`config.mk`:
```
export PLATFORM = sky130hd
export DESIGN_NAME = updown_timer_ctrl
export DESIGN_NICKNAME = d
export VERILOG_FILES = /design/src/rtl/updown_timer_ctrl_pkg.sv /design/src/rtl/updown_timer_ctrl_key_debounce.sv /design/src/rtl/updown_timer_ctrl.sv
export SDC_FILE = /design/constraint.sdc
export NUM_CORES = 1
export LEC_CHECK = 0
export CORE_ASPECT_RATIO = 0.7
export CORE_MARGIN = 5
export CORE_UTILIZATION = 25
export DETAILED_ROUTE_END_ITERATION = 7
export GPL_TIMING_DRIVEN = 0
export PLACE_DENSITY = 0.53
export SYNTH_ARGS = -nofsm -noshare
export SYNTH_HDL_FRONTEND = slang
export SYNTH_SLANG_ARGS = --single-unit
```
`constraint.sdc`:
```
create_clock -name clk -period 1.75 [get_ports clk]
set_input_delay 0.35 -clock clk [delete_from_list [all_inputs] [get_ports clk]]
set_output_delay 0.35 -clock clk [all_outputs]
set_load 0.02 [all_outputs]
```
`src/rtl/updown_timer_ctrl_pkg.sv`:
```
// Shared state encoding and default parameters for the up/down timer controller.
package updown_timer_ctrl_pkg;

   typedef enum logic [1:0] {
      IDLE    = 2'd0,
      RUN     = 2'd1,
      PAUSE   = 2'd2,
      EXPIRED = 2'd3
   } state_t;

   localparam int unsigned DEF_DEBOUNCE_CYCLES   = 1_000_000;
   localparam int unsigned DEF_DB_BITS           = 20;
   localparam int unsigned DEF_ALARM_HALF_CYCLES = 12_500_000;
   localparam int unsigned DEF_AL_BITS           = 24;

endpackage

```
`src/rtl/updown_timer_ctrl_key_debounce.sv`:
```
// Push-button conditioner: 2-flop synchronizer, stability counter and
// a one-cycle pulse on the accepted falling edge of the active-low key.
module key_debounce
   import updown_timer_ctrl_pkg::*;
#(
   parameter int unsigned DEBOUNCE_CYCLES = DEF_DEBOUNCE_CYCLES,
   parameter int unsigned DB_BITS         = DEF_DB_BITS
) (
   input  logic clk,
   input  logic rst,
   input  logic key_n,
   output logic press
);

   logic               sync1;
   logic               sync2;
   logic               level;
   logic [DB_BITS-1:0] cnt;

   // Level only follows the synchronized key after it has disagreed for the full window.
   always_ff @(posedge clk) begin
      if (rst) begin
         sync1 <= 1'b1;
         sync2 <= 1'b1;
         level <= 1'b1;
         cnt   <= '0;
         press <= 1'b0;
      end else begin
         sync1 <= key_n;
         sync2 <= sync1;
         press <= 1'b0;
         if (sync2 != level) begin
            if (cnt == DB_BITS'(DEBOUNCE_CYCLES - 1)) begin
               level <= sync2;
               cnt   <= '0;
               press <= ~sync2;
            end else begin
               cnt <= cnt + DB_BITS'(1);
            end
         end else begin
            cnt <= '0;
         end
      end
   end

endmodule

```
`src/rtl/updown_timer_ctrl.sv`:
```
// Start/stop/clear sequencer for the cascaded up/down timer, with
// terminal-count detection and a blinking alarm.
module updown_timer_ctrl
   import updown_timer_ctrl_pkg::*;
#(
   parameter int unsigned DEBOUNCE_CYCLES   = DEF_DEBOUNCE_CYCLES,
   parameter int unsigned DB_BITS           = DEF_DB_BITS,
   parameter int unsigned ALARM_HALF_CYCLES = DEF_ALARM_HALF_CYCLES,
   parameter int unsigned AL_BITS           = DEF_AL_BITS
) (
   input  logic       clk,
   input  logic       rst,
   input  logic       key_start_n,
   input  logic       key_clear_n,
   input  logic       sw_up,
   input  logic       timer_zero,
   input  logic       timer_max,
   output logic       tmr_en,
   output logic       tmr_up,
   output logic       tmr_load1_n,
   output logic       tmr_load2_n,
   output logic       alarm,
   output logic [1:0] state_o
);

   state_t             state;
   logic               start_p;
   logic               clear_p;
   logic               sw_sync1;
   logic               sw_sync2;
   logic               clr_dir;
   logic               clr_go;
   logic               terminal;
   logic [AL_BITS-1:0] al_cnt;

   key_debounce #(.DEBOUNCE_CYCLES(DEBOUNCE_CYCLES), .DB_BITS(DB_BITS)) u_db_start (
      .clk   (clk),
      .rst   (rst),
      .key_n (key_start_n),
      .press (start_p)
   );

   key_debounce #(.DEBOUNCE_CYCLES(DEBOUNCE_CYCLES), .DB_BITS(DB_BITS)) u_db_clear (
      .clk   (clk),
      .rst   (rst),
      .key_n (key_clear_n),
      .press (clear_p)
   );

   // Direction switch is a level, so it only needs metastability protection.
   always_ff @(posedge clk) begin
      if (rst) begin
         sw_sync1 <= 1'b1;
         sw_sync2 <= 1'b1;
      end else begin
         sw_sync1 <= sw_up;
         sw_sync2 <= sw_sync1;
      end
   end

   // In IDLE the live switch picks the load value; elsewhere the latched direction does.
   assign clr_dir  = (state == IDLE) ? sw_sync2 : tmr_up;
   assign clr_go   = clear_p || ((state == EXPIRED) && start_p);
   assign terminal = tmr_up ? timer_max : timer_zero;
   assign state_o  = state;

   always_ff @(posedge clk) begin
      if (rst) begin
         state       <= IDLE;
         tmr_en      <= 1'b0;
         tmr_up      <= 1'b0;
         tmr_load1_n <= 1'b1;
         tmr_load2_n <= 1'b1;
         alarm       <= 1'b0;
         al_cnt      <= '0;
      end else begin
         tmr_load1_n <= 1'b1;
         tmr_load2_n <= 1'b1;
         if (clr_go) begin
            tmr_load1_n <= ~clr_dir;
            tmr_load2_n <= clr_dir;
            tmr_en      <= 1'b0;
            alarm       <= 1'b0;
            al_cnt      <= '0;
            state       <= IDLE;
         end else begin
            unique case (state)
               IDLE: begin
                  if (start_p && (sw_sync2 || !timer_zero)) begin
                     tmr_up <= sw_sync2;
                     tmr_en <= 1'b1;
                     state  <= RUN;
                  end
               end
               RUN: begin
                  if (terminal) begin
                     tmr_en <= 1'b0;
                     alarm  <= 1'b1;
                     al_cnt <= '0;
                     state  <= EXPIRED;
                  end else if (start_p) begin
                     tmr_en <= 1'b0;
                     state  <= PAUSE;
                  end
               end
               PAUSE: begin
                  if (start_p) begin
                     tmr_en <= 1'b1;
                     state  <= RUN;
                  end
               end
               EXPIRED: begin
                  if (al_cnt == AL_BITS'(ALARM_HALF_CYCLES - 1)) begin
                     alarm  <= ~alarm;
                     al_cnt <= '0;
                  end else begin
                     al_cnt <= al_cnt + AL_BITS'(1);
                  end
               end
               default: state <= IDLE;
            endcase
         end
      end
   end

endmodule

```
== After elaboration in Yosys (flattened, before gate mapping) ==
Index checks and enable logic that the tools add are counted.
Cells by class
  reduce and logical (&&, ||, !) cells: 20
  equal/unequal tests: 13
  $add $sub $neg: 3
  bitwise logic cells: 9
  magnitude comparators: 0
  shift-type cells: 0
  multiply operators: 0
  divide/modulo/power cells: 0
  multiplexer cells: 18
Operators with widths (count)
  2-to-1 mux 24 bit: 2
  case mux 24 bit (2 select lines): 1
  adder 20 x 1 -> 20 bit, second input constant: 2
  equality test 20 bit, second input constant: 2
  adder 24 x 1 -> 24 bit, second input constant: 1
  equality test 24 bit, second input constant: 1
  OR reduction 3 bit: 4
  NOT 1 bit: 9
  2-to-1 mux 1 bit: 8
  2-to-1 mux 2 bit: 4
  inequality test 2 x 1 -> 1 bit, second input constant: 3
  case mux 2 bit (3 select lines): 1
  AND reduction 2 bit: 3
  AND reduction 3 bit: 2
  equality test 2 bit, second input constant: 2
  AND reduction 4 bit: 1
  OR reduction 2 bit: 2
  inequality test 3 x 2 -> 1 bit, second input constant: 1
  case mux 1 bit (3 select lines): 1
  nonzero test 3 bit: 1
  equality test 2 x 1 -> 1 bit, second input constant: 1
  logical AND 1 bit: 2
  logical NOT 2 bit: 1
  logical OR 1 bit: 2
  other kinds (5): 6
Storage, ports and cells
  bits in read-only memories: 0
  RAM bits: 0
  bits in latches: 0
  output and inout bits: 7
  bits in registers: 81
  logic and storage cells: 82
  memories: 0
  bits of input ports: 7

== Longest topological paths before layout ==
  depth in word-level cells: 5
  gate-level depth with buffers: 7
  mapped depth without buffers: 6

== Hierarchy ==
Synthesis repeated with hierarchy kept, for this count alone.
Second synthesis, totals
  cell total of the unflattened synthesis: 443
  area, all modules: 3860.0 um2
By module, submodules not included
  key_debounce: instances 2, cells an instance 117, area each 1061.0 um2, seq. area each 480.5 um2
  updown_timer_ctrl: instances 1, cells an instance 209, area each 1737.9 um2, seq. area each 660.6 um2

== Least setup slack after synthesis ==
Ideal clock, no wire load.
  path type: register to register
  start point: register al_cnt[10]
  end point: register al_cnt[15]
  stages on the path, launching flop included: 6
  path buffers: 0
  setup time: 122 ps
  slack: -80 ps
  data arrival time: 1708 ps
  period minus slack after synthesis: 1830 ps
  data required time: 1628 ps
  path through: dfxtp_1 > nand4_2 > or4_4 > o21a_4 > o311a_1 > a221o_1
Between the ends
  cells in the longest elaborated chain, start to end: 3
  elaborated cells between the ends (all ways): 4
  those cells by class: 1 x add/sub; 1 x eq/ne; 2 x mux
RTL lines
  start, declared: line updown_timer_ctrl.sv:34  | logic [AL_BITS-1:0] al_cnt;
  start signal, assigned: line updown_timer_ctrl.sv:117  | al_cnt <= al_cnt + AL_BITS'(1);
  adder 24 x 1 -> 24 bit / equality test 24 bit (equally long branches): line updown_timer_ctrl.sv:117, updown_timer_ctrl.sv:113
  2-to-1 mux 24 bit (*): line updown_timer_ctrl.sv:113  | if (al_cnt == AL_BITS'(ALARM_HALF_CYCLES - 1)) begin
  case mux 24 bit (2 select lines) (*): line updown_timer_ctrl.sv:87  | unique case (state)
Mark *: on every way between the ends. The rest lies on a longest branch, timed or not.
A chain may end at the register's enable or synchronous reset.

== Worst setup path after layout ==
  start point: register al_cnt[1]
  end point: register al_cnt[15]
The elaborated chain is that of the path after synthesis.

==> impl_metrics.py <==
metrics = {
    "power": {
        "leakage_nw": 1.75,
        "finalPower_mw": 3.98,
        "ir_drop_v": 0.000632,
        "power_density_nw_per_um2": 781,
    },
    "routing": {
        "drc": 0,
        "drtIter0Drc": 187,
        "post_drt_wl_per_cell_um": 12.8,
        "wl_um": 8900,
        "route.vias.total": 3256,
        "drtAntennaViolNets": 0,
        "drt-pass1-iter-count": 5,
        "via_per_inst": 4.70,
    },
    "critical_path": {
        "worst-r2r-setup-slack_ns": -0.13,
        "regToRegStartpoint": "al_cnt[1]$_SDFFE_PP0P_",
        "r2r-end": "al_cnt[15]$_SDFFE_PP0P_",
        "path_delay_family": "compound AO/OA/AOI/OAI gates",
        "startpoint_type": "flip-flop",
        "path_buf_inv": 0,
        "slowest_stage": "or4_4",
        "crit_path_end_kind": "flip-flop",
        "path_cells": "ha_4, nand4_1, or4_4, o21a_4, o311a_1, a221o_1",
        "cpPeakStageDelay_ns": 0.49,
        "path_class": "reg -> reg",
        "cp_max_fo": 6,
        "crit_arrival_ns": 2.10,
        "crit_required_ns": 1.98,
        "reg2reg_depth": 6,
    },
    "yosys": {
        "yosys.area_share.adder_pct": 1.02,
        "ys_seq_area_share_pct": 43.9,
        "synth.net_count": 442,
        "synth_xor_area_share_pct": 9.24,
        "syn-mean-instance-area_um2": 8.55,
        "synth.largest_area_cell": "dfxtp_1",
        "muxShareOfSynthArea_pct": 1.12,
        "synth_top_family_by_area": "simple AND/OR/NAND/NOR gates",
        "ys_ff_latch": 81,
        "synthFlopType": "dfxtp_1",
        "netlist_top_cells_count": "dfxtp_1 (81), nor2_1 (62), nand2_1 (46)",
        "synth-edff-count": 0,
        "synth-async-reset-ratio_pct": 0,
        "netlist_instances": 432,
        "synth-compound-area-share_pct": 10.4,
        "yosys_warnings": 0,
        "synth_area_um2": 3690,
        "synth_top_cell_area_share_pct": 43.9,
        "netlist-cell-type-count": 56,
        "yosysMostFrequentCell": "dfxtp_1",
        "synth_area_leaders": "dfxtp_1 (44%), nor2_1 (6.3%), xor2_1 (5.2%)",
        "synth_simple_gate_area_share_pct": 31.1,
    },
    "floorplanning": {
        "pin_count": 14,
        "start_util_pct": 25.3,
        "core-area_um2": 14600,
        "die_w_um": 155,
        "die_area_um2": 17300,
        "rows": 37,
        "dieHeight_um": 112,
    },
    "timing": {
        "skew_ns": 0.00933,
        "finalMaxSlewViolations": 0,
        "max_slew.worst_pin.slew_ns": 0.528,
        "setup_ws_ns": -0.128,
        "grt_setup_unrepaired": "yes",
        "max_slew_margin_pct": 64.8,
        "post-route-min-period_ns": 1.88,
        "finalHoldViolCount": 0,
        "finalSetupViolCount": 19,
        "timing.setup.tns_ns": -0.938,
        "clock.fmax_mhz": 533,
        "period_share_pct": 107,
    },
    "place": {
        "gp_congestion": 0.771,
        "dp_hpwl_um": 5690,
        "port_buffers": 13,
        "place_area_um2": 4100,
        "dp_slack_ns": -0.695,
    },
    "global_route": {
        "antenna_found_initial": 0,
        "grt_use_met1_pct": 14.6,
        "grt.overflow.total": 0,
        "grt_max_degree": 15,
        "gr-usage-met3_pct": 2.80,
        "grt_pass1_wl_um": 14500,
        "grt_pass1_vias": 2970,
        "grt_use_met2_pct": 14.5,
        "grt.total_usage_pct": 10.0,
        "busiest_layer": "met1",
    },
    "cts": {
        "cts-root-buf": "clkbuf_16",
        "clk_pin_slew_ns": 0.06,
        "cts_hold_buf": 0,
        "h-tree-depth": 3,
        "cts_tree": "yes",
        "clock_sinks": 81,
        "cts_buffer_depth": 2,
        "clk_latency_ns": 0.34,
        "numCtsBuffers": 9,
    },
    "final_layout": {
        "syn_to_final_growth_pct": 38.0,
        "final_layout_size_suffix_gt1_share_pct": 29.7,
        "fin_area_um2": 5100,
        "seqCellArea_um2": 1670,
        "fillers": 1482,
        "multi_input_area_um2": 2240,
        "final_util_pct": 35.0,
        "nets": 503,
        "n_antenna_cell": 0,
    },
    "worst_hold_path": {
        "hold_path.class": "reg -> reg",
        "min_from": "sw_sync1$_SDFF_PP1_",
        "holdPathStages": 1,
        "hold_path_end": "sw_sync2$_SDFF_PP1_",
    },
    "status": {
        "outcome": "complete, but fails checks",
        "failed_checks": "negative setup slack",
    },
    "flow_run": {
        "max_cap_violations": 0,
    },
}
## where the power goes
| part | switching, mW | leakage [nW] | internal (mW) |
|---|---|---|---|
| logic | 0.0385 | 0.927 | 0.0379 |
| clock network | 0.766 | 0.157 | 1.30 |
| registers | 0.00474 | 0.668 | 1.84 |
| total | 0.810 | 1.75 | 3.17 |
## per-stage QoR
step / instances / hold slack, ns
3_5_place_dp: 640 / 0.395
4_1_cts: 680 / 0.410
2_1_floorplan: 432 / 0.389
5_1_grt: 693 / 0.427
3_3_place_gp: 640 / 0.393
6_report: 693 / 0.408
## worst max-delay path by stage
| stage | start | endpoint | slack (ns) | cells past startpoint |
|---|---|---|---|---|
| 5_1_grt | al_cnt[1]$_SDFFE_PP0P_ | al_cnt[15]$_SDFFE_PP0P_ | -0.17 | 6 |
| 2_1_floorplan | al_cnt[0]$_SDFFE_PP0P_ | al_cnt[15]$_SDFFE_PP0P_ | -0.03 | 6 |
| 6_report | al_cnt[1]$_SDFFE_PP0P_ | al_cnt[15]$_SDFFE_PP0P_ | -0.13 | 6 |
| 3_3_place_gp | timer_zero | al_cnt[9]$_SDFFE_PP0P_ | -0.67 | 7 |
| 3_5_place_dp | timer_zero | al_cnt[11]$_SDFFE_PP0P_ | -0.70 | 7 |
| 4_1_cts | al_cnt[1]$_SDFFE_PP0P_ | al_cnt[15]$_SDFFE_PP0P_ | -0.13 | 6 |
## kinds of logic after synthesis
group                      count (synthesis)
DFF                                       81
muxes                                      4
adders and majority gates                  3
AOI/OAI and AO/OA                         53
xor gates and xnor gates                  39
buffers and inverters                     25
and+or+nand+nor                          227
## per-layer routing
metal	wire, µm	part of all wire (%)
met4	115	1.3
met1	4510	51
met3	354	4.0
met2	3910	44
met5	0	0
## flip-flops by register name (all words and copies together), names as in the netlist, 2 cells and up
signal	count
state_o	2
u_db_start.cnt	20
al_cnt	24
u_db_clear.cnt	20
## cell usage in the layout (no fill, tap or decap), drive strengths merged, types with 3 or more instances in the layout
cell type	count
mux2i	3
nor2	62
nand4	11
xnor2	17
o211ai	4
nand3	38
nand2	47
buf	46
dfxtp	81
and3	13
and4	6
nor2b	3
clkbuf	17
or4	6
nor3	8
a31oi	4
inv	12
or3	7
nor4	6
or2	7
o311ai	7
xor2	22
nor4b	6
dlygate4sd2	3
ha	3
o21ai	11
a21oi	10
clkdlybuf4s50	8
## area by class of cell
class | instances | share of cell area (%)
flip-flops and latches | 81 | 32.8
well taps | 195 | 4.79
multi-input cells | 326 | 44.0
clock inverters | 5 | 1.67
plain buffers | 14 | 2.40
inverters | 10 | 0.736
repair buffers | 51 | 8.86
clock buffers | 11 | 4.76
## what timing repair did
item	4_1_cts	5_1_grt
endpoints found under the setup margin	67	68
hold endpoints to repair	0	0
gates cloned	3	0
pin swaps	27	21
resized for setup	69	41
buffers inserted	21	14
(Power assumes the default switching activity.)
